**config.mk**
```make
export PLATFORM = sky130hd
export DESIGN_NAME = mmio_console
export DESIGN_NICKNAME = d
export VERILOG_FILES = /design/src/rtl/mmio_console_pkg.sv /design/src/rtl/mmio_console_sync_fifo.sv /design/src/rtl/mmio_console.sv
export SDC_FILE = /design/constraint.sdc
export NUM_CORES = 1
export LEC_CHECK = 0
export CORE_MARGIN = 3
export CORE_UTILIZATION = 53
export CTS_CLUSTER_DIAMETER = 30
export DETAILED_ROUTE_END_ITERATION = 12
export PLACE_DENSITY = 0.8
export SLEW_MARGIN = 25
export SYNTH_ARGS = -nofsm -noshare
export SYNTH_HDL_FRONTEND = slang
export SYNTH_SLANG_ARGS = --single-unit
```
**constraint.sdc**
```tcl
create_clock -name clk -period 3.15 [get_ports clk]
set_input_delay 0.63 -clock clk [delete_from_list [all_inputs] [get_ports clk]]
set_output_delay 0.63 -clock clk [all_outputs]
set_load 0.05 [all_outputs]
```
**src/rtl/mmio_console_pkg.sv**
```systemverilog
// mmio_console_pkg
//   Shared definitions for the memory-mapped console peripheral: register
//   offsets inside the 3-register window, STATUS/CTRL bit positions, the
//   register-select enum and the offset decoder used by the top level.
package mmio_console_pkg;

  // Byte offsets of the registers relative to BASE_ADDR
  localparam logic [3:0] CONSOLE_DATA   = 4'h0;
  localparam logic [3:0] CONSOLE_STATUS = 4'h4;
  localparam logic [3:0] CONSOLE_CTRL   = 4'h8;

  // STATUS bit positions
  localparam int STATUS_EMPTY_BIT = 0;
  localparam int STATUS_FULL_BIT  = 1;
  localparam int STATUS_OVF_BIT   = 2;
  localparam int STATUS_COUNT_LSB = 8;

  // CTRL bit positions
  localparam int CTRL_CLR_OVF_BIT = 0;
  localparam int CTRL_FLUSH_BIT   = 1;
  localparam int CTRL_TXEN_BIT    = 2;

  typedef enum logic [1:0] {
    REG_NONE,
    REG_DATA,
    REG_STATUS,
    REG_CTRL
  } regSel_e;

  // Maps the low offset nibble to a register; anything that is not one of
  // the three word-aligned offsets selects nothing.
  function automatic regSel_e decodeOffset(input logic [3:0] off);
    regSel_e sel;
    case (off)
      CONSOLE_DATA:   sel = REG_DATA;
      CONSOLE_STATUS: sel = REG_STATUS;
      CONSOLE_CTRL:   sel = REG_CTRL;
      default:        sel = REG_NONE;
    endcase
    return sel;
  endfunction

endpackage

```
**src/rtl/mmio_console_sync_fifo.sv**
```systemverilog
// mmio_console_sync_fifo
//   Synchronous FIFO holding console characters waiting to be transmitted.
//   Ports:
//     clk, reset      clock and asynchronous active-low reset
//     push_i, wdata_i write one entry (caller guarantees room or a same-cycle pop)
//     pop_i           drop the head entry (caller guarantees not empty)
//     flush_i         discard everything; overrides push/pop this cycle
//     rdata_o         head entry (meaningless while empty)
//     full_o, empty_o, count_o  occupancy
//   Storage is deliberately not reset; only pointers and count are.
module mmio_console_sync_fifo #(
  parameter int DEPTH = 16,
  parameter int WIDTH = 8,
  localparam int AW = $clog2(DEPTH),
  localparam int CW = AW + 1
) (
  input  logic             clk,
  input  logic             reset,
  input  logic             push_i,
  input  logic             pop_i,
  input  logic             flush_i,
  input  logic [WIDTH-1:0] wdata_i,
  output logic [WIDTH-1:0] rdata_o,
  output logic             full_o,
  output logic             empty_o,
  output logic [CW-1:0]    count_o
);

  logic [WIDTH-1:0] mem [DEPTH];
  logic [AW-1:0]    wrPtr_q, wrPtr_d;
  logic [AW-1:0]    rdPtr_q, rdPtr_d;
  logic [CW-1:0]    count_q, count_d;

  // Pointers wrap naturally because DEPTH is a power of two; a flush
  // returns everything to the empty state and voids any pop.
  always_comb begin
    wrPtr_d = wrPtr_q;
    rdPtr_d = rdPtr_q;
    count_d = count_q;
    if (flush_i) begin
      wrPtr_d = '0;
      rdPtr_d = '0;
      count_d = '0;
    end else begin
      if (push_i) wrPtr_d = wrPtr_q + AW'(1);
      if (pop_i)  rdPtr_d = rdPtr_q + AW'(1);
      count_d = count_q + CW'(push_i) - CW'(pop_i);
    end
  end

  always_ff @(posedge clk or negedge reset) begin
    if (!reset) begin
      wrPtr_q <= '0;
      rdPtr_q <= '0;
      count_q <= '0;
    end else begin
      wrPtr_q <= wrPtr_d;
      rdPtr_q <= rdPtr_d;
      count_q <= count_d;
    end
  end

  always_ff @(posedge clk) begin
    if (push_i && !flush_i) mem[wrPtr_q] <= wdata_i;
  end

  assign rdata_o = mem[rdPtr_q];
  assign full_o  = (count_q == CW'(DEPTH));
  assign empty_o = (count_q == '0);
  assign count_o = count_q;

endmodule

```
**src/rtl/mmio_console.sv**
```systemverilog
// mmio_console
//   Memory-mapped console: decodes DATA/STATUS/CTRL in a small window on the
//   data bus, buffers written characters in a FIFO and drains them over a
//   valid/ready stream.
//   Ports:
//     clk, reset            clock and asynchronous active-low reset
//     bus_addr/wdata/we     data-bus request (one write per asserted cycle)
//     bus_sel               address hits a register in the window
//     bus_rdata             combinational read data, 0 when not selected
//     tx_data/valid/ready   outgoing character stream
module mmio_console
  import mmio_console_pkg::*;
#(
  parameter int              XLEN      = 32,
  parameter logic [XLEN-1:0] BASE_ADDR = 32'h1000_0000,
  parameter int              DEPTH     = 16,
  parameter int              DATA_W    = 8
) (
  input  logic              clk,
  input  logic              reset,
  input  logic [XLEN-1:0]   bus_addr,
  input  logic [XLEN-1:0]   bus_wdata,
  input  logic              bus_we,
  output logic              bus_sel,
  output logic [XLEN-1:0]   bus_rdata,
  output logic [DATA_W-1:0] tx_data,
  output logic              tx_valid,
  input  logic              tx_ready
);

  localparam int CW = $clog2(DEPTH) + 1;

  logic [XLEN-1:0] offset;
  regSel_e         regSel;
  logic            dataWr, ctrlWr, flushReq, popReq, pushOk;
  logic            fifoFull, fifoEmpty;
  logic [CW-1:0]   fifoCount;
  logic            txEn_q, txEn_d;
  logic            overflow_q, overflow_d;
  logic            unusedWdata;

  // The window is only 12 bytes, so every bit above the nibble must be zero
  // after subtracting the base; misaligned offsets decode to REG_NONE.
  assign offset  = bus_addr - BASE_ADDR;
  assign regSel  = (offset[XLEN-1:4] == '0) ? decodeOffset(offset[3:0]) : REG_NONE;
  assign bus_sel = (regSel != REG_NONE);

  assign dataWr   = bus_we && (regSel == REG_DATA);
  assign ctrlWr   = bus_we && (regSel == REG_CTRL);
  assign flushReq = ctrlWr && bus_wdata[CTRL_FLUSH_BIT];

  // A pop in the same cycle as a flush is void; a push into a full FIFO is
  // only accepted when the head leaves in the same cycle.
  assign tx_valid = !fifoEmpty && txEn_q;
  assign popReq   = tx_valid && tx_ready && !flushReq;
  assign pushOk   = dataWr && (!fifoFull || popReq);

  // CTRL is a full-register write, so tx_en follows bit 2 on every CTRL
  // write; overflow is sticky until explicitly cleared.
  always_comb begin
    txEn_d     = txEn_q;
    overflow_d = overflow_q;
    if (ctrlWr) begin
      txEn_d = bus_wdata[CTRL_TXEN_BIT];
      if (bus_wdata[CTRL_CLR_OVF_BIT]) overflow_d = 1'b0;
    end
    if (dataWr && fifoFull && !popReq) overflow_d = 1'b1;
  end

  always_ff @(posedge clk or negedge reset) begin
    if (!reset) begin
      txEn_q     <= 1'b1;
      overflow_q <= 1'b0;
    end else begin
      txEn_q     <= txEn_d;
      overflow_q <= overflow_d;
    end
  end

  always_comb begin
    bus_rdata = '0;
    case (regSel)
      REG_STATUS: begin
        bus_rdata[STATUS_EMPTY_BIT] = fifoEmpty;
        bus_rdata[STATUS_FULL_BIT]  = fifoFull;
        bus_rdata[STATUS_OVF_BIT]   = overflow_q;
        bus_rdata[STATUS_COUNT_LSB +: 8] = 8'(fifoCount);
      end
      REG_CTRL: bus_rdata[CTRL_TXEN_BIT] = txEn_q;
      default: bus_rdata = '0;
    endcase
  end

  assign unusedWdata = ^bus_wdata;

  mmio_console_sync_fifo #(
    .DEPTH(DEPTH),
    .WIDTH(DATA_W)
  ) txFifo (
    .clk    (clk),
    .reset  (reset),
    .push_i (pushOk),
    .pop_i  (popReq),
    .flush_i(flushReq),
    .wdata_i(bus_wdata[DATA_W-1:0]),
    .rdata_o(tx_data),
    .full_o (fifoFull),
    .empty_o(fifoEmpty),
    .count_o(fifoCount)
  );

endmodule
```
Yosys cells after proc, flatten, opt, wreduce, memory -nomap -nowiden
Memory sizes are Yosys's and may differ from the RTL's.
Index checks and enable logic that the tools add are counted.
{"block": "classes", "add_sub_neg": 5, "eq_ne": 6, "mux": 15, "n_reduce_logical": 24}
{"operator": "subtractor 32 x 29 -> 32 bit, second input constant", "n": 1}
{"operator": "logical NOT 28 bit", "n": 1}
{"operator": "two-way mux 4 bit", "n": 4}
{"operator": "logical AND 1 bit", "n": 10}
{"operator": "two-way mux 5 bit", "n": 2}
{"operator": "nonzero test 2 bit", "n": 5}
{"operator": "adder 4 x 1 -> 4 bit, second input constant", "n": 2}
{"operator": "one-hot mux 2 bit (3 select lines)", "n": 1}
{"operator": "adder 5 x 1 -> 5 bit", "n": 1}
{"operator": "equality test 5 bit, second input constant", "n": 1}
{"operator": "logical NOT 5 bit", "n": 1}
{"operator": "two-way mux 1 bit", "n": 5}
{"operator": "subtractor 5 x 1 -> 5 bit", "n": 1}
{"operator": "equality test 2 bit, second input constant", "n": 2}
{"operator": "equality test 4 x 3 -> 1 bit, second input constant", "n": 1}
{"operator": "equality test 4 bit, second input constant", "n": 1}
{"operator": "logical NOT 1 bit", "n": 4}
{"operator": "logical NOT 4 bit", "n": 1}
{"operator": "two-way mux 2 bit", "n": 2}
{"operator": "equality test 2 x 1 -> 1 bit, second input constant", "n": 1}
{"operator": "one-hot mux 1 bit (2 select lines)", "n": 1}
{"operator": "AND reduction 2 bit", "n": 1}
{"operator": "logical OR 1 bit", "n": 1}
{"block": "totals", "register_bits": 15, "ram_bits": 128, "in_bits": 68, "elab_cells": 56, "n_memories": 1}
{"name": "txFifo.mem", "words": 16, "word_bits": 8, "rd": 1, "rd_ports_with_merged_regs": 0, "write_ports": 1, "line_no": "mmio_console_sync_fifo.sv:29", "text": "logic [WIDTH-1:0] mem [DEPTH];"}

Logic depth before layout (Yosys ltp)
{"block": "depth", "word_depth": 14, "mapped_depth": 13}

Cells and area by module
Synthesis repeated with hierarchy kept, for this count alone.
{"block": "hier_totals", "cells_unflattened": 367, "hier_area_um2": 6316.1}
{"mod": "mmio_console_sync_fifo", "instances": 1, "cells_each": 299, "area_each_um2": 5770.5}
{"mod": "mmio_console", "instances": 1, "cells_each": 68, "area_each_um2": 545.5}

Least setup slack after synthesis
No wires, ideal clock.
{"block": "synth_path", "path_type": "input port to flip-flop", "startpoint": "in bus_addr[14]", "endpoint": "reg txFifo.count_q[4], in the netlist txFifo.count_o[4]", "setup_time_ns": 0.143, "arrival_time_ns": 3.037, "required_ns": 3.007, "setup_slack_ns": -0.029, "path_stages": 13, "cell_sequence": "nor4_4 nand4_4 nor4_4 nor3_1 ha_1 inv_1 ha_1 inv_1 fa_1 nor2b_1 o21bai_1 a21oi_1 nor3b_1"}
{"block": "synth_between", "elab_chain_len": 13, "word_cells_on_any_way": 15, "cone_classes": "add/sub (3); eq/ne (2); mux (2); reduce/logical (8)"}
{"element": "from (decl)", "line_no": "mmio_console.sv:21", "text": "input logic [XLEN-1:0] bus_addr,"}
{"element": "subtractor 32 x 29 -> 32 bit (*)", "line_no": "mmio_console.sv:44", "text": "assign offset = bus_addr - BASE_ADDR;"}
{"element": "logical NOT 28 bit (*)", "line_no": "mmio_console.sv:45", "text": "assign regSel = (offset[XLEN-1:4] == '0) ? decodeOffset(offset[3:0]) : REG_NONE;"}
{"element": "two-way mux 2 bit (*)", "line_no": "mmio_console.sv:45"}
{"element": "equality test 2 bit", "line_no": "mmio_console.sv:49", "text": "assign ctrlWr = bus_we && (regSel == REG_CTRL);"}
{"element": "logical AND 1 bit", "line_no": "mmio_console.sv:49"}
{"element": "logical AND 1 bit", "line_no": "mmio_console.sv:50", "text": "assign flushReq = ctrlWr && bus_wdata[CTRL_FLUSH_BIT];"}
{"element": "logical NOT 1 bit", "line_no": "mmio_console.sv:55", "text": "assign popReq = tx_valid && tx_ready && !flushReq;"}
{"element": "logical AND 1 bit", "line_no": "mmio_console.sv:55"}
{"element": "logical OR 1 bit", "line_no": "mmio_console.sv:56", "text": "assign pushOk = dataWr && (!fifoFull || popReq);"}
{"element": "logical AND 1 bit", "line_no": "mmio_console.sv:56"}
{"element": "adder 5 x 1 -> 5 bit", "line_no": "mmio_console_sync_fifo.sv:47", "text": "count_d = count_q + CW'(push_i) - CW'(pop_i);"}
{"element": "subtractor 5 x 1 -> 5 bit", "line_no": "mmio_console_sync_fifo.sv:47"}
{"element": "two-way mux 5 bit (*)", "line_no": "mmio_console_sync_fifo.sv:40", "text": "if (flush_i) begin"}
{"element": "via txFifo.count_d[4]", "line_no": "mmio_console_sync_fifo.sv:32", "text": "logic [CW-1:0] count_q, count_d;"}
{"element": "to (signal assigned)", "line_no": "mmio_console_sync_fifo.sv:59", "text": "count_q <= count_d;"}
{"element": "to (decl)", "line_no": "mmio_console_sync_fifo.sv:32"}
Mark *: on every way through the listed nets, which the timed path passes. The rest lies on a longest branch.
A chain may end at the register's enable or synchronous reset.

Worst setup path in the final report
{"block": "layout_path", "startpoint": "in bus_addr[28]", "endpoint": "out bus_rdata[8]"}
{"block": "layout_between", "elab_chain_len": 5}
{"element": "subtractor 32 x 29 -> 32 bit", "line_no": "mmio_console.sv:44"}
{"element": "logical NOT 28 bit", "line_no": "mmio_console.sv:45"}
{"element": "two-way mux 2 bit", "line_no": "mmio_console.sv:45"}
{"element": "equality test 2 bit", "line_no": "mmio_console.sv:82", "text": "case (regSel)"}
{"element": "two-way mux 5 bit", "line_no": "mmio_console.sv:82"}
{"element": "to (decl)", "line_no": "mmio_console.sv:25", "text": "output logic [XLEN-1:0] bus_rdata,"}
Every way passes these cells.

==> metrics.md <==
| Metric | Value |
|---|---|
| Status | finished clean |
| Area of the multi-input gates | 0.002023 sq mm |
| Max Root-Sink Buffers | 2 |
| Seq/Total Area, Yosys | 0.6612 |
| DRT Wirelength | about 14000 um |
| DP HPWL | 8719 um |
| Final Hold Vio Count | 0 |
| Min Clock Period, post-route | between 3 and 4 ns |
| Leakage | 2.935 nW |
| Skew final | roughly 0.0062 ns |
| Crit path from | bus_addr[28] |
| I/O pin count | 110 |
| Chip Width | 115.7 um |
| RSZ-0062 raised after global routing | yes |
| Port Buffer Count | between 60 and 70 |
| # nets final | 541 |
| Area grow syn2layout | 27.13% |
| Setup TNS Final | 0 ns |
| Slew headroom | 0.5273 |
| Syn Inst Count | 351 |
| WL per Instance | 21.92 um |
| Crit path required time | 2.52 ns |
| Worst-Margin Slew | 0.7068 ns |
| Bufs and invs on worst path | 4 |
| Delay-heaviest family, CP | buffers and inverters |
| Final setup viols | 0 |
| CP arrival | 2.45 ns |
| Clk sinks | between 100 and 150 |
| Overall Global Routing Usage | 0.2168 |
| Final ANT Viol Nets | 0 |
| Area of all sequential standard cells | 0.004222 sq mm |
| Worst VDD drop | 439.9 uV |
| HP Start | overflow_q |
| Cells along the critical path | clkdlybuf4s50_1, nor4b_4, nand4_1, buf_4, nor4b_4, buf_4, and2_4, buf_12 |
| Critical-path top delay cell | clkdlybuf4s50_1 |
| Initial antenna violation count | 0 |
| Predominant post-synthesis flop cell | edfxtp_1 |
| Global-route wire length before repair | between 20000 and 25000 um |
| Final Cycle Share | 0.9790 |
| EDFF count, synth | 128 |
| Max incr delay on CP | around 0.47 ns |
| CTS H-tree lvls | 4 |
| Initial core utilization | 0.5496 |
| Pin count of the biggest net entering global routing | 36 |
| #FFs+latches synth | 143 |
| MaxCap Viol Count | 0 |
| Gpl congestion | between 0.7 and 0.8 |
| Later-pin clock latency in the skew report | 0.41 ns |
| Drt via density | 5.831 |
| Synth Warn # | 0 |
| Ys async rst share | 0.1049 |
| Tightest Hold Check Type | reg -> reg |
| Core Box Area | between 0.01 and 0.015 sq mm |
| Antenna diodes | 0 |
| Min Hold Slack | 0.5689 ns |
| Area of the die | 0.01339 sq mm |
| Worst R2R Start | txFifo.count_o[3] |
| Post-synthesis cell area | 0.006382 sq mm |
| DR iter-0 viols | 315 |
| Pwr dens | 500.7 mW/mm^2 |
| Layout cell share with drive strength beyond 1 | 0.3362 |
| F_max | around 0.32 GHz |
| Remaining DRCs | 0 |
| Vias in the first global route | between 3000 and 4000 |
| Crit path kind | in -> out |
| Die height | 115.7 um |
| Row cnt | 39 |
| Crit path capture type | output pin |
| Clock transition at path regs | 0.06 ns |
| Layout Utilization | 0.6987 |
| TritonCTS clock tree | done |
| Mapped Avg Cell Area | about 18 sq um |
| Worst-path maximum fanout | 6 |
| Post-synthesis cell type count | 48 |
| CP Launch Type | input port |
| Count of final max-slew check failures | 0 |
| Fillcell total | about 730 |
| Routed vias | 3592 |
| Grt total ovfl | 0 |
| Root Buffer | clkbuf_16 |
| CTS buffer count | 17 |
| DRT Pass-1 Iters | 5 |
registers in the layout, indices dropped and copies added, names as in the netlist:
signal / flops
txFifo.mem: 128
txFifo.count_o: 5
txFifo.rdPtr_q: 4
txFifo.wrPtr_q: 4
overflow_q: 1
txEn_q: 1
worst reg2reg max path, cell delays in order (launching register included):
cell	delay, ns
dfrtp_1	0.42
inv_1	0.08
ha_1	0.20
nor4b_2	0.17
nor3_1	0.21
ha_1	0.27
inv_1	0.06
ha_2	0.18
inv_1	0.06
fa_2	0.36
nor2b_4	0.13
o21bai_1	0.09
a21oi_1	0.17
nor3b_2	0.06
through the flow:
step	cells	total power [mW]	setup WS (ns)	instance area [sq um]
after detailed placement	582	2.277	-0.4009	7447
after global routing	616	4.200	-0.008333	8114
after global placement	582	2.272	-0.2833	7447
after CTS	616	4.095	-0.01841	8029
final	616	4.062	0.06611	8114
after floorplan	374	2.205	0.03272	6469
synthesized netlist by cell type (2+ instances only):
| library cell | instances | area [sq um] |
|---|---|---|
| edfxtp_1 | 128 | 3844 |
| mux4_2 | 40 | 900.9 |
| buf_4 | 27 | 202.7 |
| dfrtp_1 | 14 | 350.3 |
| inv_1 | 14 | 52.55 |
| and3_1 | 12 | 75.07 |
| ha_1 | 11 | 137.6 |
| nor2_1 | 11 | 41.29 |
| a21oi_1 | 6 | 30.03 |
| and2_1 | 6 | 37.54 |
| nor2b_1 | 6 | 37.54 |
| nor4_4 | 6 | 127.6 |
| clkbuf_1 | 5 | 18.77 |
| nand2_1 | 5 | 18.77 |
| nor3_1 | 5 | 25.02 |
| and4_1 | 4 | 35.03 |
| nand3_1 | 4 | 20.02 |
| xnor2_1 | 4 | 35.03 |
| nand4_1 | 3 | 18.77 |
| nor4b_2 | 3 | 45.04 |
| a211o_1 | 2 | 17.52 |
| buf_1 | 2 | 7.510 |
| nand2b_1 | 2 | 12.51 |
| nor3b_1 | 2 | 15.01 |
| nor4_1 | 2 | 12.51 |
| nor4_2 | 2 | 25.02 |
| o21ai_0 | 2 | 10.01 |
| o221ai_1 | 2 | 17.52 |
| o31ai_1 | 2 | 15.01 |
area by class of cell:
type,count,area share
Sequential cell,143,0.5203
Tap cell,143,0.02205
Multi-Input combinational cell,181,0.2493
Clock inverter,13,0.01434
Timing Repair Buffer,104,0.1346
Inverter,14,0.006476
Clock buffer,18,0.05289
cells in the final DEF (no fill, tap or decap), types with 5 or more instances in the layout:
master,count
buf_4,45
nand2_1,5
dfrtp_1,13
nor3_1,5
nor4_4,7
inv_1,14
ha_1,10
conb_1,24
and2_4,6
dlymetal6s2s_1,9
nor2b_1,5
clkbuf_16,17
and3_1,12
edfxtp_1,128
buf_12,14
clkdlybuf4s50_1,35
nor2_1,11
mux4_2,40
final timing paths:
check | endpoint | slack (ns) | cells past startpoint
worst min-delay path | overflow_q | 0.57 | 2
worst max register to register | txFifo.count_o[4] | 0.56 | 13
worst max-delay path | bus_rdata[8] | 0.07 | 8
worst min register to register | overflow_q | 0.57 | 2
max in group asynchronous | txFifo.rdPtr_q[0] | 2.01 | 1
min in group asynchronous | txFifo.count_o[2] | 0.65 | 1
logic make-up after synthesis:
kind of cell | count (synthesis) | share of synthesized area
flops | 143 | 0.6612
simple gates | 80 | 0.09645
xor+xnor | 5 | 0.006861
other cells | 1 | 0.0005876
compound gates | 19 | 0.02059
fa+ha+maj | 12 | 0.02470
buf+inv | 50 | 0.04666
mux | 41 | 0.1429
timing repair:
action                                  CTS  global route
gates resized for setup                   4            23
hold buffers                              0             0
pin swaps                                 4            10
buffers inserted                          3             0
endpoints found under the setup margin    7            11
layer usage:
metal / wire length (um) / up-vias / GRT usage / share of wire
met5: 0 / - / 0 / 0
met4: 196 / 0 / 0.09590 / 0.015
met3: 1069 / 15 / 0.04909 / 0.079
met2: 7056 / 176 / 0.3492 / 0.52
met1: 5179 / 1820 / 0.2868 / 0.38
li1: - / 1581 / - / -
where the power goes:
group / internal (mW) / total, mW / switching (mW)
logic: 0.0586 / 0.174 / 0.116
registers: 2.07 / 2.07 / 0.0000164
clock network: 1.08 / 1.82 / 0.739
Note: power is estimated with default switching activity, not from simulation.
